===== src/rtl/vga_pattern_sequencer.sv =====
// Selects the active test pattern for a VGA pattern generator. Manual next/prev
// requests and timed auto-advance take effect only at a frame start (VSync rise).
module vga_pattern_sequencer #(
  parameter int PATTERN_COUNT = 8,
  parameter int INIT_PATTERN  = 0,
  parameter int AUTO_FRAMES   = 60
) (
  input  logic        i_Clk,
  input  logic        i_Reset,
  input  logic        i_VSync,
  input  logic        i_Next,
  input  logic        i_Prev,
  input  logic        i_Auto_En,
  output logic [3:0]  o_Pattern,
  output logic        o_Pending,
  output logic        o_Frame_Start,
  output logic [15:0] o_Frame_Count
);

  localparam int             CW        = (AUTO_FRAMES > 1) ? $clog2(AUTO_FRAMES) : 1;
  localparam logic [3:0]     LAST_PAT  = 4'(PATTERN_COUNT - 1);
  localparam logic [3:0]     INIT_PAT  = 4'(INIT_PATTERN);
  localparam logic [CW-1:0]  AUTO_LAST = CW'(AUTO_FRAMES - 1);

  typedef enum logic [1:0] {
    IDLE      = 2'd0,
    PEND_NEXT = 2'd1,
    PEND_PREV = 2'd2
  } state_t;

  state_t          r_State;
  state_t          w_State_Next;
  logic            r_VSync_d;
  logic            r_Pending;
  logic            r_Frame_Start;
  logic [15:0]     r_Frame_Count;
  logic [3:0]      r_Pattern;
  logic [3:0]      w_Pattern_Next;
  logic [CW-1:0]   r_Auto_Cnt;
  logic [CW-1:0]   w_Auto_Cnt_Next;
  logic            w_Frame_Start;
  logic            w_Next_Only;
  logic            w_Prev_Only;
  logic            w_Step_Up;
  logic            w_Step_Dn;

  assign w_Frame_Start = i_VSync & ~r_VSync_d;
  assign w_Next_Only   = i_Next & ~i_Prev;
  assign w_Prev_Only   = i_Prev & ~i_Next;

  always_comb begin
    w_State_Next    = r_State;
    w_Step_Up       = 1'b0;
    w_Step_Dn       = 1'b0;
    w_Pattern_Next  = r_Pattern;
    w_Auto_Cnt_Next = r_Auto_Cnt;

    if (w_Frame_Start) begin
      case (r_State)
        PEND_NEXT: w_Step_Up = 1'b1;
        PEND_PREV: w_Step_Dn = 1'b1;
        default:   w_Step_Up = i_Auto_En & (r_Auto_Cnt == AUTO_LAST);
      endcase
      // A request arriving on the frame-start cycle waits for the next frame.
      if (w_Next_Only) begin
        w_State_Next = PEND_NEXT;
      end else if (w_Prev_Only) begin
        w_State_Next = PEND_PREV;
      end else begin
        w_State_Next = IDLE;
      end
    end else begin
      case (r_State)
        IDLE: begin
          if (w_Next_Only) begin
            w_State_Next = PEND_NEXT;
          end else if (w_Prev_Only) begin
            w_State_Next = PEND_PREV;
          end else begin
            w_State_Next = IDLE;
          end
        end
        PEND_NEXT: w_State_Next = w_Prev_Only ? IDLE : PEND_NEXT;
        PEND_PREV: w_State_Next = w_Next_Only ? IDLE : PEND_PREV;
        default:   w_State_Next = IDLE;
      endcase
    end

    if (w_Step_Up) begin
      w_Pattern_Next = (r_Pattern == LAST_PAT) ? 4'd0 : r_Pattern + 4'd1;
    end else if (w_Step_Dn) begin
      w_Pattern_Next = (r_Pattern == 4'd0) ? LAST_PAT : r_Pattern - 4'd1;
    end else begin
      w_Pattern_Next = r_Pattern;
    end

    if (!i_Auto_En) begin
      w_Auto_Cnt_Next = '0;
    end else if (w_Frame_Start) begin
      w_Auto_Cnt_Next = (w_Step_Up | w_Step_Dn) ? '0 : r_Auto_Cnt + 1'b1;
    end else begin
      w_Auto_Cnt_Next = r_Auto_Cnt;
    end
  end

  // VSync delayed high in reset so an already-high VSync is not a frame start.
  always_ff @(posedge i_Clk or posedge i_Reset) begin
    if (i_Reset) begin
      r_VSync_d     <= 1'b1;
      r_State       <= IDLE;
      r_Pending     <= 1'b0;
      r_Frame_Start <= 1'b0;
      r_Frame_Count <= 16'd0;
      r_Pattern     <= INIT_PAT;
      r_Auto_Cnt    <= '0;
    end else begin
      r_VSync_d     <= i_VSync;
      r_State       <= w_State_Next;
      r_Pending     <= (w_State_Next != IDLE);
      r_Frame_Start <= w_Frame_Start;
      r_Frame_Count <= w_Frame_Start ? r_Frame_Count + 16'd1 : r_Frame_Count;
      r_Pattern     <= w_Pattern_Next;
      r_Auto_Cnt    <= w_Auto_Cnt_Next;
    end
  end

  assign o_Pattern     = r_Pattern;
  assign o_Pending     = r_Pending;
  assign o_Frame_Start = r_Frame_Start;
  assign o_Frame_Count = r_Frame_Count;

endmodule


===== config.mk =====
export PLATFORM = sky130hd
export DESIGN_NAME = vga_pattern_sequencer
export DESIGN_NICKNAME = d
export VERILOG_FILES = /design/src/rtl/vga_pattern_sequencer.sv
export SDC_FILE = /design/constraint.sdc
export NUM_CORES = 1
export LEC_CHECK = 0
export ABC_AREA = 1
export CAP_MARGIN = 30
export CORE_ASPECT_RATIO = 0.6
export CORE_MARGIN = 3
export CORE_UTILIZATION = 60
export CTS_BUF_LIST = sky130_fd_sc_hd__clkbuf_4
export DETAILED_ROUTE_END_ITERATION = 16
export DONT_BUFFER_PORTS = 1
export PLACE_DENSITY = 0.76
export RECOVER_POWER = 100
export SETUP_SLACK_MARGIN = 0.05
export SYNTH_ARGS = -nofsm -noshare
export SYNTH_HDL_FRONTEND = slang
export SYNTH_SLANG_ARGS = --single-unit

===== constraint.sdc =====
create_clock -name i_Clk -period 2.95 [get_ports i_Clk]
set_clock_uncertainty 0.05 [all_clocks]
set_input_delay 0.59 -clock i_Clk [delete_from_list [all_inputs] [get_ports i_Clk]]
set_output_delay 0.59 -clock i_Clk [all_outputs]
set_load 0.005 [all_outputs]

== Word level (Yosys, flattened, before mapping) ==
Index checks and enable logic that the tools add are counted.
Operators by class
  reductions and logical operators: 4
  eq/ne operators: 5
  bitwise logic cells: 8
  multiplexer cells: 17
  add/sub/neg operators: 4
Operators by type and width (number)
  $mux 6: 3
  $add 16x1->16 const B: 1
  $mux 4: 4
  $mux 2: 4
  $add 6x1->6 const B: 1
  $eq 6x6->1 const B: 1
  $pmux 2 s3: 1
  $add 4x1->4 const B: 1
  $and 1x1->1: 4
  $eq 4x3->1 const B: 1
  $logic_not 4->1: 1
  $mux 1: 4
  $reduce_bool 2->1: 2
  $sub 4x1->4 const B: 1
  $not 1->1: 3
  $eq 2x1->1 const B: 1
  $eq 2x2->1 const B: 1
  $logic_not 2->1: 1
  $ne 2x1->1 const B: 1
  $pmux 1 s2: 1
  $or 1x1->1: 1
Word-level totals
  logic and storage cells: 45
  input port bits: 6
  register bits: 31

== Longest topological paths before layout ==
  depth in word-level cells: 8
  gate-level depth with buffers: 9

== Worst setup path after synthesis ==
No wires, ideal clock.
  path type: input -> register
  start point: in i_VSync
  end point: reg r_Frame_Count[13] (netlist: o_Frame_Count[13])
  path slack: 1.495 ns
  library setup time: 0.124 ns
  arrival time: 1.281 ns
  stages: 7
  cell sequence: nand2_2 -> buf_6 -> nor2_8 -> nand3_2 -> nor2_4 -> nand2_2 -> xnor2_2
On the way
  cells in the longest elaborated chain, start to end: 1
Ends and longest elaborated chain
  start: declaration: line 10  | input logic i_VSync,
  $and 1x1->1: line 47  | assign w_Frame_Start = i_VSync & ~r_VSync_d;
  end signal: assignment: line 121  | r_Frame_Count <= w_Frame_Start ? r_Frame_Count + 16'd1 : r_Frame_Count;
  end: declaration: line 36  | logic [15:0] r_Frame_Count;
No other way between the ends.
A chain may end at the register's enable or synchronous reset.

== Final worst setup path ==
  start point: reg r_State[0]
  end point: reg r_Pattern[0] (netlist: o_Pattern[0])
On the way
  cells in the longest elaborated chain, start to end: 4
  elaborated cells between the ends (all ways): 8
  classes of those cells: eq/ne: 2; mux: 5; reduce/logical: 1
Ends and longest elaborated chain
  start: declaration: line 31  | state_t r_State;
  start signal: assignment: line 118  | r_State <= w_State_Next;
  $eq 2x2->1 or $eq 2x1->1 (tied branches): line 59  | case (r_State)
  $pmux 1 s2 or $mux 1 (tied branches): line 59
  $mux 1: line 58  | if (w_Frame_Start) begin
  $mux 4 or $reduce_bool 2->1 (tied branches)
  end signal: assignment: line 122  | r_Pattern <= w_Pattern_Next;
  end: declaration: line 37  | logic [3:0] r_Pattern;
Several ways; a longest one is shown, not always the timed one.

==> results.txt <==
CP endpoint kind -> flop
Core area -> 2650 um2
Die ar. -> 3660 um2
Number of top-level pins -> 28
Cells after synthesis -> 199
ANT cells -> 0
Mapped Area -> 1770 um2
Power Total -> 1160 uW
IR drop worst, VDD -> 0.427 mV
Cts bufs inserted -> 5
Initial antenna violation count -> 0
Fin crit period -> 1810 ps
Hpwl dp -> 2440 um
CTS tree -> built
First-pass GRT wire length -> 5300 um
Most frequent cells in the layout -> nand2_1, inv_1, dfrtp_1
Nets -> 219
Sequential share of the synthesized area -> 0.439
PostCTS Resize Cnt -> 0
Status -> finished clean
Pleak -> 0.000920 uW
Synth-to-Final Area Change -> -0.565%
Placed inst area -> 1810 um2
Max FO, Critical Path -> 8
Detailed-route DRC error count -> 0
WL final -> 3220 um
Period utilization -> 0.614
Via Count -> 1255
CTS root buf -> clkbuf_4
RSZ-0062 raised after global routing -> no
Overall routing resource usage -> 0.194
Pwr dens -> 660 nW/um2
Final Setup Violations -> 0
Slew Limit Fails -> 0
Mean Syn Cell Area -> 8.90 um2
WL/cell -> 13.1 um
Mapped Nets -> 213
Overflow after GRT -> 0
Vias in the first global route -> 1136
Final hold violation count -> 0
H-tree lvl count -> 2
F_max -> 552 MHz
Clk Latency, worst-skew pair -> 330 ps
Dpl cells -> 238
Post-synth cell types -> 29
Die width -> 76.1 um
DRT iter0 DRCs -> 45
CTS max path bufs -> 2
Iteration count of the initial detailed-routing pass -> 4
Finished Cell Area -> 1760 um2
# rows -> 14
Clock sinks -> 31
Port buffer count -> 0
Yosys warning count -> 0
Startpoint types -> flop
Hold Path Class -> in -> async
Initial Util -> 0.669
Worst Path Required -> 3160 ps
Synth Register Bits -> 31
Vias/cell -> 5.10
Antenna-violating nets left -> 0
Most common cell after layout, fill and taps aside -> nand2_1
Clock transition at path regs -> 100 ps
Largest net degree at the start of global routing -> 18
Rel. slew slack -> 0.450
Die Span Y -> 48.1 um
Arr. time, crit path -> 2020 ps
Gpl congestion -> 0.799
Setup CP Type -> reg -> reg
Setup repair bufs after CTS -> 0
Setup TNS Final -> 0 ps
Max cap viols -> 0
Post-Layout Cell Count -> 246
Worst slew pin tran -> 825 ps
Worst r2r path cells -> 7
Share of layout cells above drive strength 1 -> 0.0680
Hold_buf cts -> 0
sequential cells by signal, summed over array words and instances, names as in the netlist:
register	flops
r_VSync_d	1
o_Frame_Start	1
o_Pattern	4
o_Pending	1
o_Frame_Count	16
r_State	2
r_Auto_Cnt	6
kinds of logic after synthesis:
kind of cell,count (synthesis),synth area share
AND/OR/NAND/NOR,88,0.268
XOR/XNOR,18,0.0933
flip-flops,31,0.439
buffers and inverters,37,0.0834
AO/OA/AOI/OAI,17,0.0601
adder cells (fa/ha/maj),8,0.0565
critical path, stage by stage (launching register included):
cell	delay, ps
dfrtp_1	410
inv_1	80
ha_1	310
a21oi_1	440
nand2_4	140
nand2_1	140
nand3_1	80
o21ai_0	80
metrics by stage:
step | utilization | setup WS [ps] | hold WS, ps
after floorplan | - | 1500 | 415
after global placement | 0.685 | 1280 | 442
after detailed placement | 0.685 | 1210 | 440
after CTS | 0.705 | 1250 | 172
after global routing | 0.666 | 942 | 145
final | 0.666 | 1140 | 171
cells in the mapped netlist:
cell	instances	area [um2]
inv_1	35	131
nand2_1	34	128
dfrtp_1	30	751
nor2_1	18	67.6
nand3_1	16	80.1
xor2_1	10	87.6
ha_1	8	100
xnor2_1	7	61.3
o21ai_0	6	30.0
o21ai_1	5	25.0
nand2_2	4	25.0
nand3_2	3	30.0
nand4_1	2	12.5
nor2_4	2	22.5
nor2_8	2	40.0
nor3_1	2	10.0
nor3_2	2	20.0
o21bai_1	2	15.0
a21oi_1	1	5.00
a21oi_2	1	8.76
a21oi_4	1	16.3
buf_6	1	11.3
clkbuf_2	1	5.00
dfstp_2	1	26.3
nand2_4	1	11.3
nand4_4	1	21.3
o22ai_1	1	6.26
or2_1	1	6.26
xnor2_2	1	16.3
worst paths after layout:
| check | slack, ps | startpoint | endpoint |
|---|---|---|---|
| worst max-delay path | 1140 | r_State[0] | o_Pattern[0] |
| worst min-delay path | 170 | i_Reset | o_Frame_Count[15] |
| worst max register to register | 1140 | r_State[0] | o_Pattern[0] |
| worst min register to register | 460 | o_Frame_Count[15] | o_Frame_Count[15] |
| max in group asynchronous | 1510 | i_Reset | o_Pattern[2] |
| min in group i_Clk | 190 | i_VSync | r_VSync_d |
area by class of cell:
type,instances,area [um2]
fill,220,885
sequential,31,777
multi-input combinational,131,744
inverter,35,131
tap,40,50.0
clock buffer,6,45.0
clock inverter,2,8.76
timing repair buffer,1,3.75
metal layers:
metal	wire, um	vias to the layer above	global-route usage
met3	224	6	0.0902
met2	1340	42	0.280
met5	0	-	0
met1	1600	577	0.258
met4	51	0	0.0722
li1	-	630	-
report_power, final:
group | internal (uW) | leakage (uW) | switching, uW
sequential | 498 | 0.000403 | 128
clock | 98.6 | 0.0000331 | 147
combinational | 122 | 0.000484 | 167
total | 719 | 0.000920 | 442
No activity file was read; power rests on OpenSTA's default activity.
